==> src/rtl/ram_ctrl_pkg.sv <==
// Shared definitions for the RAM port controller.
//   RAM_LAT_DEFAULT : default read latency of the attached synchronous RAM
//   count_ones      : population count helper used for read credit tracking
package ram_ctrl_pkg;

    localparam int unsigned RAM_LAT_DEFAULT = 2;

    // Widest tracking vector the helper accepts; callers zero-extend.
    localparam int unsigned ONES_MAX = 32;

    function automatic int unsigned count_ones(input logic [ONES_MAX-1:0] v);
        int unsigned n;
        n = 0;
        for (int i = 0; i < ONES_MAX; i++) begin
            n = n + {31'b0, v[i]};
        end
        return n;
    endfunction

endpackage

==> src/rtl/ram_rsp_fifo.sv <==
// Synchronous response FIFO with first-word-fall-through head.
//   clk, reset      : rising-edge clock, asynchronous active-high reset
//   push, push_data : enqueue one word
//   pop             : dequeue the head word (ignored when empty)
//   head            : current head word, valid whenever empty is low
//   count, empty    : occupancy
module ram_rsp_fifo #(
    parameter int unsigned DATA_WIDTH = 16,
    parameter int unsigned DEPTH      = 4,
    localparam int unsigned CNT_W     = $clog2(DEPTH + 1)
) (
    input  logic                  clk,
    input  logic                  reset,
    input  logic                  push,
    input  logic [DATA_WIDTH-1:0] push_data,
    input  logic                  pop,
    output logic [DATA_WIDTH-1:0] head,
    output logic [CNT_W-1:0]      count,
    output logic                  empty
);

    localparam int unsigned PTR_W = $clog2(DEPTH);

    logic [DATA_WIDTH-1:0] mem [DEPTH];
    logic [PTR_W-1:0]      wr_ptr;
    logic [PTR_W-1:0]      rd_ptr;
    logic [CNT_W-1:0]      cnt;
    logic                  full;
    logic                  do_push;
    logic                  do_pop;

    assign empty   = (cnt == '0);
    assign full    = (cnt == CNT_W'(DEPTH));
    assign do_pop  = pop && !empty;
    // A push into a full FIFO is only legal if the head leaves on the same edge.
    assign do_push = push && (!full || do_pop);
    assign head    = mem[rd_ptr];
    assign count   = cnt;

    always_ff @(posedge clk or posedge reset) begin
        if (reset) begin
            for (int i = 0; i < int'(DEPTH); i++) begin
                mem[i] <= '0;
            end
            wr_ptr <= '0;
            rd_ptr <= '0;
            cnt    <= '0;
        end else begin
            if (do_push) begin
                mem[wr_ptr] <= push_data;
                wr_ptr      <= wr_ptr + 1'b1;
            end
            if (do_pop) begin
                rd_ptr <= rd_ptr + 1'b1;
            end
            if (do_push && !do_pop) begin
                cnt <= cnt + 1'b1;
            end else if (do_pop && !do_push) begin
                cnt <= cnt - 1'b1;
            end
        end
    end

endmodule

==> src/rtl/ram_port_controller.sv <==
// Request/response front end for a single-port synchronous RAM.
//   clk, reset                     : rising-edge clock, asynchronous active-high reset
//   req_valid/req_ready            : command handshake; req_we selects write (1) or read (0)
//   req_addr, req_wdata            : command address and write data
//   rsp_valid/rsp_ready, rsp_data  : read responses in issue order
//   ram_we, ram_addr, ram_data     : registered RAM port
//   ram_q                          : RAM read data
//   idle                           : no read in flight and no buffered response
module ram_port_controller
    import ram_ctrl_pkg::*;
#(
    parameter int unsigned DATA_WIDTH = 16,
    parameter int unsigned ADDR_WIDTH = 5,
    parameter int unsigned RAM_LAT    = RAM_LAT_DEFAULT,
    parameter int unsigned RSP_DEPTH  = 4
) (
    input  logic                  clk,
    input  logic                  reset,
    input  logic                  req_valid,
    output logic                  req_ready,
    input  logic                  req_we,
    input  logic [ADDR_WIDTH-1:0] req_addr,
    input  logic [DATA_WIDTH-1:0] req_wdata,
    output logic                  rsp_valid,
    input  logic                  rsp_ready,
    output logic [DATA_WIDTH-1:0] rsp_data,
    output logic                  ram_we,
    output logic [ADDR_WIDTH-1:0] ram_addr,
    output logic [DATA_WIDTH-1:0] ram_data,
    input  logic [DATA_WIDTH-1:0] ram_q,
    output logic                  idle
);

    // Stage 0 is aligned with the registered RAM port; the remaining stages cover
    // the RAM address sample edge plus RAM_LAT, so the last stage lines up with ram_q.
    localparam int unsigned PIPE_LEN = RAM_LAT + 2;
    localparam int unsigned CNT_W    = $clog2(RSP_DEPTH + 1);
    localparam int unsigned CREDIT_W = $clog2(PIPE_LEN + RSP_DEPTH + 1);

    typedef struct packed {
        logic                  we;
        logic [ADDR_WIDTH-1:0] addr;
        logic [DATA_WIDTH-1:0] wdata;
    } ram_req_t;

    ram_req_t              port_q;
    logic [PIPE_LEN-1:0]   rd_pipe_q;
    logic                  live_q;
    logic                  accept;
    logic                  rsp_push;
    logic                  rsp_pop;
    logic                  fifo_empty;
    logic [CNT_W-1:0]      fifo_count;
    logic [CREDIT_W-1:0]   inflight;
    logic [CREDIT_W-1:0]   credits_used;

    assign accept = req_valid && req_ready;

    always_ff @(posedge clk or posedge reset) begin
        if (reset) begin
            port_q    <= '0;
            rd_pipe_q <= '0;
            live_q    <= 1'b0;
        end else begin
            live_q <= 1'b1;
            if (accept) begin
                port_q.we    <= req_we;
                port_q.addr  <= req_addr;
                port_q.wdata <= req_wdata;
            end else begin
                port_q.we <= 1'b0;
            end
            rd_pipe_q <= {rd_pipe_q[PIPE_LEN-2:0], accept && !req_we};
        end
    end

    // Every read holds a credit from acceptance until its response is popped,
    // so the FIFO can never be pushed while full.
    assign inflight     = CREDIT_W'(count_ones(ONES_MAX'(rd_pipe_q)));
    assign credits_used = inflight + CREDIT_W'(fifo_count);
    assign req_ready    = live_q && (credits_used < CREDIT_W'(RSP_DEPTH));

    assign rsp_push  = rd_pipe_q[PIPE_LEN-1];
    assign rsp_valid = !fifo_empty;
    assign rsp_pop   = rsp_valid && rsp_ready;

    ram_rsp_fifo #(
        .DATA_WIDTH (DATA_WIDTH),
        .DEPTH      (RSP_DEPTH)
    ) u_fifo (
        .clk       (clk),
        .reset     (reset),
        .push      (rsp_push),
        .push_data (ram_q),
        .pop       (rsp_pop),
        .head      (rsp_data),
        .count     (fifo_count),
        .empty     (fifo_empty)
    );

    assign ram_we   = port_q.we;
    assign ram_addr = port_q.addr;
    assign ram_data = port_q.wdata;
    assign idle     = (inflight == '0) && fifo_empty;

endmodule

==> config.mk <==
export PLATFORM = sky130hd
export DESIGN_NAME = ram_port_controller
export DESIGN_NICKNAME = d
export VERILOG_FILES = /design/src/rtl/ram_ctrl_pkg.sv /design/src/rtl/ram_rsp_fifo.sv /design/src/rtl/ram_port_controller.sv
export SDC_FILE = /design/constraint.sdc
export NUM_CORES = 1
export LEC_CHECK = 0
export CAP_MARGIN = 20
export CORE_MARGIN = 2
export CORE_UTILIZATION = 53
export CTS_CLUSTER_DIAMETER = 120
export CTS_CLUSTER_SIZE = 20
export DETAILED_ROUTE_END_ITERATION = 6
export PLACE_DENSITY = 0.81
export SKIP_CTS_REPAIR_TIMING = 1
export SLEW_MARGIN = 20
export SYNTH_ARGS = -nofsm -noshare
export SYNTH_HDL_FRONTEND = slang
export SYNTH_HIERARCHICAL = 1
export SYNTH_SLANG_ARGS = --single-unit
==> constraint.sdc <==
create_clock -name clk -period 9.19 [get_ports clk]
set_input_delay 2.757 -clock clk [delete_from_list [all_inputs] [get_ports clk]]
set_output_delay 2.757 -clock clk [all_outputs]
set_load 0.01 [all_outputs]
**Yosys cells after proc, flatten, opt, wreduce, memory -nomap -nowiden**

Index checks and enable logic that the tools add are counted.

- Logic and storage cells: 55
- Output and inout bits: 41
- Flip-flop bits (word level): 98
- Input bits: 42

- Multiplexer cells: 9
- Bitwise operators: 2
- $lt $le $gt $ge: 4
- Add/subtract/negate cells: 8
- Eq/ne operators: 1
- Reduce and logical (&&, ||, !) cells: 19

Operators with widths:

| kind | count |
|---|---|
| bitwise mux 64 bit | 1 |
| 2-to-1 mux 16 bit | 3 |
| binary-select mux 16 bit (select 2 bit) | 1 |
| demux 16 bit (select 2 bit) | 1 |
| logical AND 1 bit | 10 |
| greater-or-equal comparator 3 bit (second input constant) | 2 |
| 2-to-1 mux 3 bit | 2 |
| NOT 2 -> 3 bit | 2 |
| zero test 1 bit | 5 |
| adder 2 x 1 -> 2 bit (second input constant) | 2 |
| adder 3 x 1 -> 4 bit | 1 |
| adder 4 x 3 -> 4 bit | 1 |
| zero test 4 bit | 1 |
| < comparator 4 x 3 -> 1 bit (second input constant) | 1 |
| adder 2 x 1 -> 3 bit | 1 |
| adder 3 x 1 -> 3 bit (second input constant) | 1 |
| == test 3 bit (second input constant) | 1 |
| zero test 3 bit | 1 |
| < comparator 3 x 1 -> 1 bit (second input constant) | 1 |
| subtractor 3 x 1 -> 3 bit (second input constant) | 1 |
| adder 1 x 1 -> 2 bit | 1 |
| nonzero test 2 bit | 1 |
| logical OR 1 bit | 1 |
| 2-to-1 mux 1 bit | 1 |

**Depth between registers and ports, before layout**

- Depth in word-level cells: 10
- Gate-level depth with buffers: 10
- Mapped depth without buffers: 10

**By module**

Netlist, hierarchy kept.

By module, submodules not included:

| module | cells an instance | area each (µm²) | seq. area each (µm²) | instances |
|---|---|---|---|---|
| ram_rsp_fifo | 191 | 3191.8 | 1776.7 | 1 |
| ram_port_controller | 71 | 1172.4 | 675.6 | 1 |

**Worst setup path before layout**

Ideal clock, no wire load.

- Path type: register -> output
- From: reg rd_pipe_q[3]
- To: out req_ready
- Stages on the path, launching flop included: 9
- Arrival time: 2352 ps
- Buffers on the path: 0
- Setup slack: 4081 ps
- Cell sequence: dfrtp_1 -> inv_1 -> fa_1 -> inv_1 -> ha_1 -> ha_1 -> ha_1 -> or4b_4 -> a31oi_1

- Longest elaborated chain between the ends: 4

RTL lines:

| item | RTL line | text |
|---|---|---|
| start, declared | ram_port_controller.sv:47 | `logic [PIPE_LEN-1:0] rd_pipe_q;` |
| start signal, assigned | ram_port_controller.sv:73 | `rd_pipe_q <= {rd_pipe_q[PIPE_LEN-2:0], accept && !req_we};` |
| adder 3 x 1 -> 4 bit | ram_ctrl_pkg.sv:15 | `n = n + {31'b0, v[i]};` |
| adder 4 x 3 -> 4 bit | ram_port_controller.sv:80 | `assign credits_used = inflight + CREDIT_W'(fifo_count);` |
| < comparator 4 x 3 -> 1 bit | ram_port_controller.sv:81 | `assign req_ready = live_q && (credits_used < CREDIT_W'(RSP_DEPTH));` |
| logical AND 1 bit | ram_port_controller.sv:81 |  |
| end, declared | ram_port_controller.sv:20 | `output logic req_ready,` |

No other way between the ends.

**Final worst setup path**

Same ends and word-level chain as after synthesis.

==> metrics <==
outcome=completed; sw power=528 µW; Placeable Area=0.00809 mm²; htree depth=3; Post-Place Cell Area=0.00524 mm²; area fraction of the dominant cell type after synthesis=0.562; non-filler instance count after layout=456; chip height=94.7 µm; DR WL met3=493 µm; fin area=0.00541 mm²; worst slew pin tran=1.04 ns; pre-CTS setup slack=3.48 ns; first-pass GRT wire length=12400 µm; area delta synth->final=24.0%; Starting Density=0.539; met1 wire length=3490 µm; Final Util=0.669; Clock Sinks=98; leakage power=2.31 nW; #FFs+latches synth=98; syn_nets=315; Clock Power Share=0.135; synthesis warning total=6; combinational share of power=0.427; Critical Path Start=rd_pipe_q[3]; VDD IR max=155 µV; final slew viol count=0; clk slew on worst S/H paths=0.07 ns; sequential power share=0.438; Crit Path Category=register to primary output; r2r setup slk=6.04 ns; Hold Path End=rd_pipe_q[1]; post-route setup slack=3.13 ns; Fin Hold WS=0.384 ns; die area=0.00898 mm²; PD cells=337 mW/mm²; Post-Synthesis Cell Area=0.00436 mm²; GPL Wtd Cong=0.697; sequential area share after synthesis=0.562; Fmax=0.165 GHz; placed cells=440; fraction of layout cells with a size suffix above 1=0.362; WL final=7600 µm; FF-to-FF path depth=9; CTS tree=yes; Net Sw Frac=0.290; Avg Inst Size Synth=16.7 µm²; die width=94.7 µm; startpoint class of the critical path=register; Clock Path Buffers=2; gr usage total=0.183; Max-slew headroom=0.307; CP arrival=3.30 ns; peak fanout along the critical path=6; Avg WL per Cell=16.7 µm; Worst Skew=0.0170 ns; largest net degree at the start of global routing=72; post-synth cell types=28; Pwr Total=1.82 mW; data required time at the worst endpoint=6.43 ns; Fin. Hold Viols=0; vias per inst=5.21; DRT Pass-1 Iters=6; final setup vio count=0; nets=399; Root Buffer=clkbuf_8; setup TNS after final layout=0 ns; IO Count=83; HPWL Detailed=5020 µm; Final min period=6.06 ns; Antenna Violating Nets Remaining=0; r2r startpoint=rd_pipe_q[3]; DR iter-0 viols=35; met2 wire len=3560 µm; vias in the first global route=2589; unrepaired setup endpoints after global routing=false; Congestion Overflow GR=0; worst min-delay path class=register to register; Cell Rows=33; most common cell after layout, fill and taps aside=dfrtp_1; internal power=1.30 mW; most frequent cells in the layout=dfrtp_1, clkdlybuf4s50_1, mux2_2, mux2_4, mux4_2; Worst setup EP type=primary output; hold path depth=0; via count=2377; number of buffers created by CTS=9; cell accounting for the most synthesized area=dfrtp_1; Max-cap violations=0; Synth area leaders=dfrtp_1, mux2_2, mux4_2; Tcrit/Tclk final=0.659; reg-to-reg endpoint=ram_data[9]; top sig layer=met4; clk_lat worst skew=0.34 ns; # port buffers=82; min-delay src=rd_pipe_q[0]; Post-Syn Instances=262; drc violations=0; Antenna diodes=0; initial antenna violation count=0
worst max path at each step:
stage	to	slack, ns	depth (start not counted)
3_5_place_dp	req_ready	3.48	9
3_3_place_gp	req_ready	3.53	9
5_1_grt	req_ready	2.95	9
4_1_cts	req_ready	3.09	9
2_1_floorplan	req_ready	4.08	8
6_report	req_ready	3.13	9
cell families after synthesis:
family | count (synthesis) | synth area share
multiplexers | 103 | 0.323
AO/OA/AOI/OAI | 2 | 0.00602
adder cells (fa/ha/maj) | 11 | 0.0350
other | 1 | 0.000859
buffers and inverters | 22 | 0.0307
flip-flops | 98 | 0.562
AND/OR/NAND/NOR | 19 | 0.0301
XOR/XNOR | 6 | 0.0120
power groups by stage:
stage                     clock [mW]  combinational [mW]  sequential, mW
after global routing           0.275               0.840           0.829
final                          0.246               0.779           0.798
after detailed placement           0               0.791           0.804
after global placement             0               0.770           0.797
after floorplan                    0               0.496           0.755
after CTS                      0.257               0.792           0.799
synthesized netlist by cell type:
master    instances
fa_1              2
nor4_1            1
nor4b_4           1
nor2b_1           1
a311o_4           1
buf_6             5
nor3_1            1
xor2_1            2
inv_1            12
conb_1            1
mux2_4           19
nor2_1            2
ha_1              9
and2b_2           1
nand2_1           4
buf_2             3
mux2_2           68
xnor2_1           4
dfrtp_1          98
and3_1            1
nor2_2            4
nand3b_1          1
a31oi_1           1
clkbuf_8          1
or4b_4            1
nand2b_1          1
mux4_2           16
clkbuf_1          1
layer usage:
layer / vias up / GRT usage
met3: 5 / 0.0511
met5: - / 0
li1: 1098 / -
met2: 74 / 0.297
met1: 1200 / 0.244
met4: 0 / 0.0507
cell type report:
class                      instances  area, µm²
inverter                          12       45.0
fill                             584       2680
sequential                        98       2450
clock buffer                      15        166
clock inverter                     1       8.76
timing repair buffer              83        828
tap                              105        131
multi-input combinational        142       1780
critical path: stages (launching register included):
cell and delay, ns:
dfrtp_1 0.42, inv_1 0.07, fa_1 0.47, inv_1 0.04, ha_1 0.17, ha_1 0.29
ha_1 0.19, or4b_4 0.52, a31oi_1 0.22, clkdlybuf4s50_1 0.58
flip-flops by register name (all words and copies together), names as in the netlist:
| register | cells |
|---|---|
| u_fifo/count | 3 |
| ram_we | 1 |
| u_fifo/mem | 64 |
| u_fifo/rd_ptr | 2 |
| rd_pipe_q | 4 |
| ram_addr | 5 |
| u_fifo/wr_ptr | 2 |
| live_q | 1 |
| ram_data | 16 |
Note: power is estimated with default switching activity, not from simulation.
